## src/rtl/rst_seq_ctrl.sv

```systemverilog
// rst_seq_ctrl: releases a chain of reset domains one at a time, waiting
// for each to report ready, with bounded retries and a latched fault.
module rst_seq_ctrl #(
    parameter int N_STAGES    = 4,
    parameter int GAP_CYCLES  = 16000,
    parameter int ACK_TIMEOUT = 160000,
    parameter int MAX_RETRIES = 3,
    localparam int SW = $clog2(N_STAGES),
    localparam int RW = ($clog2(MAX_RETRIES + 1) < 1) ? 1 : $clog2(MAX_RETRIES + 1)
) (
    input  logic                clkin,
    input  logic                rst_n,
    input  logic                soft_rst_req,
    input  logic [N_STAGES-1:0] stage_ready,
    output logic [N_STAGES-1:0] stage_rst_n,
    output logic                all_ready,
    output logic                busy,
    output logic                fault,
    output logic [SW-1:0]       fault_stage,
    output logic [RW-1:0]       retry_cnt
);
    localparam int TMAX = (GAP_CYCLES > ACK_TIMEOUT) ? GAP_CYCLES : ACK_TIMEOUT;
    localparam int TW = $clog2(TMAX);
    // The one-cycle RELEASE state is part of the gap, so the count ends early.
    localparam logic [TW-1:0] GAP_LAST = TW'((GAP_CYCLES >= 2) ? GAP_CYCLES - 2 : 0);
    localparam logic [TW-1:0] ACK_LAST = TW'(ACK_TIMEOUT - 1);
    localparam logic [SW-1:0] IDX_LAST = SW'(N_STAGES - 1);

    typedef enum logic [2:0] {
        HOLD,
        RELEASE,
        WAIT_READY,
        GAP,
        RUN,
        FAULT
    } state_t;

    state_t              state;
    logic [SW-1:0]       idx;
    logic [TW-1:0]       timer;
    logic [N_STAGES-1:0] sync1;
    logic [N_STAGES-1:0] sync2;
    logic [N_STAGES-1:0] acked;
    logic [N_STAGES-1:0] lost;
    logic                lost_any;
    logic                fail;
    logic [SW-1:0]       lost_idx;
    logic [SW-1:0]       fail_idx;

    always_ff @(posedge clkin or negedge rst_n) begin
        if (!rst_n) begin
            sync1 <= '0;
            sync2 <= '0;
        end else begin
            sync1 <= stage_ready;
            sync2 <= sync1;
        end
    end

    always_comb begin
        acked = '0;
        for (int i = 0; i < N_STAGES; i++) begin
            if (state == RUN) acked[i] = 1'b1;
            else if (state == GAP) acked[i] = (i <= int'(idx));
            else if (state == WAIT_READY) acked[i] = (i < int'(idx));
        end
        lost = acked & ~sync2;
        lost_any = |lost;
        lost_idx = '0;
        for (int i = N_STAGES - 1; i >= 0; i--) begin
            if (lost[i]) lost_idx = SW'(i);
        end
        fail = ((state == WAIT_READY || state == GAP) && lost_any) ||
               (state == WAIT_READY && !sync2[idx] && timer == ACK_LAST);
        fail_idx = lost_any ? lost_idx : idx;
    end

    always_ff @(posedge clkin or negedge rst_n) begin
        if (!rst_n) begin
            state       <= HOLD;
            idx         <= '0;
            timer       <= '0;
            stage_rst_n <= '0;
            all_ready   <= 1'b0;
            busy        <= 1'b1;
            fault       <= 1'b0;
            fault_stage <= '0;
            retry_cnt   <= '0;
        end else if (soft_rst_req) begin
            state       <= HOLD;
            idx         <= '0;
            timer       <= '0;
            stage_rst_n <= '0;
            all_ready   <= 1'b0;
            busy        <= 1'b1;
            fault       <= 1'b0;
            retry_cnt   <= '0;
        end else if (fail) begin
            fault_stage <= fail_idx;
            stage_rst_n <= '0;
            idx         <= '0;
            timer       <= '0;
            if (int'(retry_cnt) < MAX_RETRIES) begin
                retry_cnt <= retry_cnt + RW'(1);
                state     <= HOLD;
            end else begin
                fault <= 1'b1;
                busy  <= 1'b0;
                state <= FAULT;
            end
        end else begin
            unique case (state)
                HOLD: begin
                    if (timer >= GAP_LAST) begin
                        idx   <= '0;
                        timer <= '0;
                        state <= RELEASE;
                    end else begin
                        timer <= timer + TW'(1);
                    end
                end
                RELEASE: begin
                    stage_rst_n[idx] <= 1'b1;
                    timer            <= '0;
                    state            <= WAIT_READY;
                end
                WAIT_READY: begin
                    if (sync2[idx]) begin
                        timer <= '0;
                        if (idx == IDX_LAST) begin
                            all_ready <= 1'b1;
                            busy      <= 1'b0;
                            state     <= RUN;
                        end else begin
                            state <= GAP;
                        end
                    end else begin
                        timer <= timer + TW'(1);
                    end
                end
                GAP: begin
                    if (timer >= GAP_LAST) begin
                        idx   <= idx + SW'(1);
                        timer <= '0;
                        state <= RELEASE;
                    end else begin
                        timer <= timer + TW'(1);
                    end
                end
                RUN: begin
                    // A domain dropping out after bring-up restarts cleanly.
                    if (lost_any) begin
                        fault_stage <= lost_idx;
                        stage_rst_n <= '0;
                        retry_cnt   <= '0;
                        idx         <= '0;
                        timer       <= '0;
                        all_ready   <= 1'b0;
                        busy        <= 1'b1;
                        state       <= HOLD;
                    end
                end
                FAULT: begin
                    stage_rst_n <= '0;
                end
            endcase
        end
    end
endmodule

```

## config.mk

```make
export PLATFORM = sky130hd
export DESIGN_NAME = rst_seq_ctrl
export DESIGN_NICKNAME = d
export VERILOG_FILES = /design/src/rtl/rst_seq_ctrl.sv
export SDC_FILE = /design/constraint.sdc
export NUM_CORES = 1
export LEC_CHECK = 0
export BUFFER_PORTS_ARGS = -buffer_cell sky130_fd_sc_hd__buf_2
export CAP_MARGIN = 25
export CORE_ASPECT_RATIO = 1.75
export CORE_MARGIN = 1.5
export CORE_UTILIZATION = 62
export DETAILED_ROUTE_END_ITERATION = 16
export GPL_TIMING_DRIVEN = 0
export PLACE_DENSITY = 0.84
export SKIP_LAST_GASP = 1
export SLEW_MARGIN = 20
export SYNTH_ARGS = -nofsm -noshare
export SYNTH_HDL_FRONTEND = slang
export SYNTH_SLANG_ARGS = --single-unit
```

## constraint.sdc

```tcl
create_clock -name clkin -period 4.5 [get_ports clkin]
set_input_delay 0.45 -clock clkin [delete_from_list [all_inputs] [get_ports clkin]]
set_output_delay 0.45 -clock clkin [all_outputs]
set_load 0.02 [all_outputs]
```

==> flow_summary.toml <==
[worst_setup_path]
critPathLaunchType = "flop"
crit_arrival_ps = 2810
reg2reg_to = "state[0]"
cp_max_fo = 10
rr_worst_depth = 8
required_ps = 4670
crit_path_end_kind = "flop"
crit_type = "flop to flop"
reg2reg_slack_ps = 1860
reg2reg_from = "idx[0]"

[logic_synthesis]
synthDistinctLibCells = 60
postSynthCellCount = 258
synthFlopType = "dfrtp_1"
yosysSeqAreaShare_pct = 42.5
synth_nets = 273
synth_edf_count = 0
ys_warn_count = 0
syn_area_sq_um = 2470
synth-seq-cells = 42
avgSynthCellArea_sq_um = 9.59
synthArstFlopShare_pct = 100

[drt]
dr.first_iter.drc_count = 88
routedWlPerCell_microns = 18.2
postRouteAntennaNets = 0
dr.pass1.iters = 4
route.vias.total = 2152
via_per_inst = 6.50
drc = 0
wl_mm = 6.02

[power_and_ir_drop]
power.switching_uw = 435
clkPwrFrac_pct = 22.1
power.internal_uw = 696
ir_drop_mv = 0.284
seqPwrFrac_pct = 40.0
p_leak_nw = 1.19
powerDensity_nw_per_um2 = 414
pwr-share-comb_pct = 37.8
p_sw_share_pct = 38.4

[layout]
fillers = 321
fin_nets = 297
final_common_cell = "dfrtp_1"
antenna_cells = 0
multi_input_area_sq_um = 1320
layout-drive-gt1-share_pct = 19.8
layout.area.seq_sq_um = 1050
final_cell_mix = "dfrtp_1, nor2_1, buf_2, a21oi_1, nand2_1"
final_area_sq_um = 2730
area.growth.synth_to_final_pct = 10.5

[die]
fp.dieArea_sq_um = 4390
initial_core_util_pct = 64.0
rows = 30
fp.dieW_microns = 50.7
coreArea_sq_um = 3870
num_io_pins = 18
die_height_microns = 86.6

[timing]
worst_pin_slew_ps = 536
finalCriticalPeriod_ps = 2640
worst_slack_ps = 1860
fin_hold_ws_ps = 83.7
fin_setup_tns_ps = 0
setup_viol = 0
max_freq_mhz = 379
finalCritPeriodShare_pct = 58.7
drv_slew = 0
rsz0062_at_grt = "no"
fin_skew_ps = 6.84
hold_viol_final = 0
maxSlewHeadroom_pct = 64.0

[clock_tree]
ctsLongestPathBuffers = 2
cts_resized = 0
path_clk_slew_ps = 70
h-tree-depth = 2
tritoncts.num_buffers = 5
cts_root_buf = "clkbuf_8"
holdBufCountCts = 0
cts_num_sinks = 42
insertion_delay_ps = 300
cts_tree = "built"
cts_setup_buffers = 0

[status]
status = "finished clean"

[flow_run]
maxCapViolCount = 0

[placed_design]
routabilityCongestion = 0.933
placed_area_sq_um = 2610
post-dp-hpwl_mm = 4.37
place.port_buffers = 16
dpl_worst_slack_ps = 1880

[worst_hold_path]
hp-class = "input pin to asynchronous set/reset pin"

[global_routing]
gr-usage-all-layers_pct = 30.2
grt_first_pass_wirelength_mm = 9.81
grt_max_degree = 43
global_route.overflow_total = 0
antenna_found_initial = 0
grt_pass1_vias = 2127
synthesized netlist by cell type (2+ instances only):
master	n	area share (%)
a211oi_1	3	0.91
a21oi_1	22	4.5
a21oi_4	2	1.3
a22o_1	2	0.71
a22oi_1	2	0.61
a31oi_1	15	3.8
a41oi_1	5	1.8
and3_1	5	1.3
buf_2	6	1.2
clkbuf_1	3	0.46
dfrtp_1	41	41
ha_1	8	4.0
inv_1	13	2.0
mux2_2	3	1.4
nand2_1	19	2.9
nand2b_1	5	1.3
nand3_1	12	2.4
nand3b_1	2	0.61
nand4bb_1	2	0.91
nor2_1	30	4.6
nor3_1	2	0.40
nor3_2	2	0.81
nor4_1	2	0.51
o21ai_0	7	1.4
o21ai_1	3	0.61
o22ai_1	2	0.51
o31ai_1	2	0.61
or3_1	5	1.3
or4b_1	2	0.81
state kept, by name, indices dropped and copies added (netlist names):
signal / flops
stage_rst_n: 4
idx: 2
retry_cnt: 2
sync1: 4
all_ready: 1
fault_stage: 2
state: 3
sync2: 4
busy: 1
timer: 18
fault: 1
per-layer routing:
metal	vias to the layer above	part of all wire [%]	GRT usage (%)
met3	20	3.6	4.48
met2	63	57	56.9
met5	-	0	0
met4	0	3.8	17.7
met1	1070	36	30.2
li1	999	-	-
area by class of cell:
class / count / area share, %
repair buffers: 17 / 3.94
flip-flops and latches: 42 / 38.5
inverters: 13 / 1.79
multi-input cells: 193 / 48.3
clock buffers: 7 / 3.16
clock inverters: 1 / 0.183
well taps: 48 / 2.20
plain buffers: 10 / 1.92
worst max path at each step:
stage	from	endpoint	slack (ps)	cells after the start
final	idx[0]	state[0]	1860	8
after global routing	timer[1]	state[0]	1710	9
after CTS	idx[0]	state[0]	1860	8
after detailed placement	idx[0]	state[0]	1880	8
after global placement	idx[0]	state[0]	1940	8
after floorplan	idx[0]	idx[0]	2310	9
metrics by stage:
stage | std cells | power [mW] | utilization, %
after floorplan | 258 | 0.767 | -
after global placement | 322 | 0.863 | 67.6
after detailed placement | 322 | 0.878 | 67.6
after CTS | 330 | 1.13 | 70.0
after global routing | 331 | 1.19 | 70.7
final | 331 | 1.13 | 70.7
logic make-up after synthesis:
logic type	share of synthesized area [%]
compound gates	23.5
fa+ha+maj	4.05
buf+inv	4.10
flops	42.5
mux	2.28
simple gates	23.5
power by group through the flow:
stage	clock network (mW)	logic [mW]	registers, mW
2_1_floorplan	0	0.300	0.467
3_3_place_gp	0	0.408	0.455
3_5_place_dp	0	0.419	0.459
4_1_cts	0.256	0.421	0.452
5_1_grt	0.265	0.465	0.457
6_report	0.250	0.428	0.453
worst max-delay path, stage by stage (launching register included):
cell and delay, ps:
dfrtp_1 500, mux4_2 610, nor3_4 270, nand4_4 250
o211ai_2 270, nor2_4 70, buf_2 210, nor2_1 210
o22ai_1 120
Power figures use the tool's default switching activity.
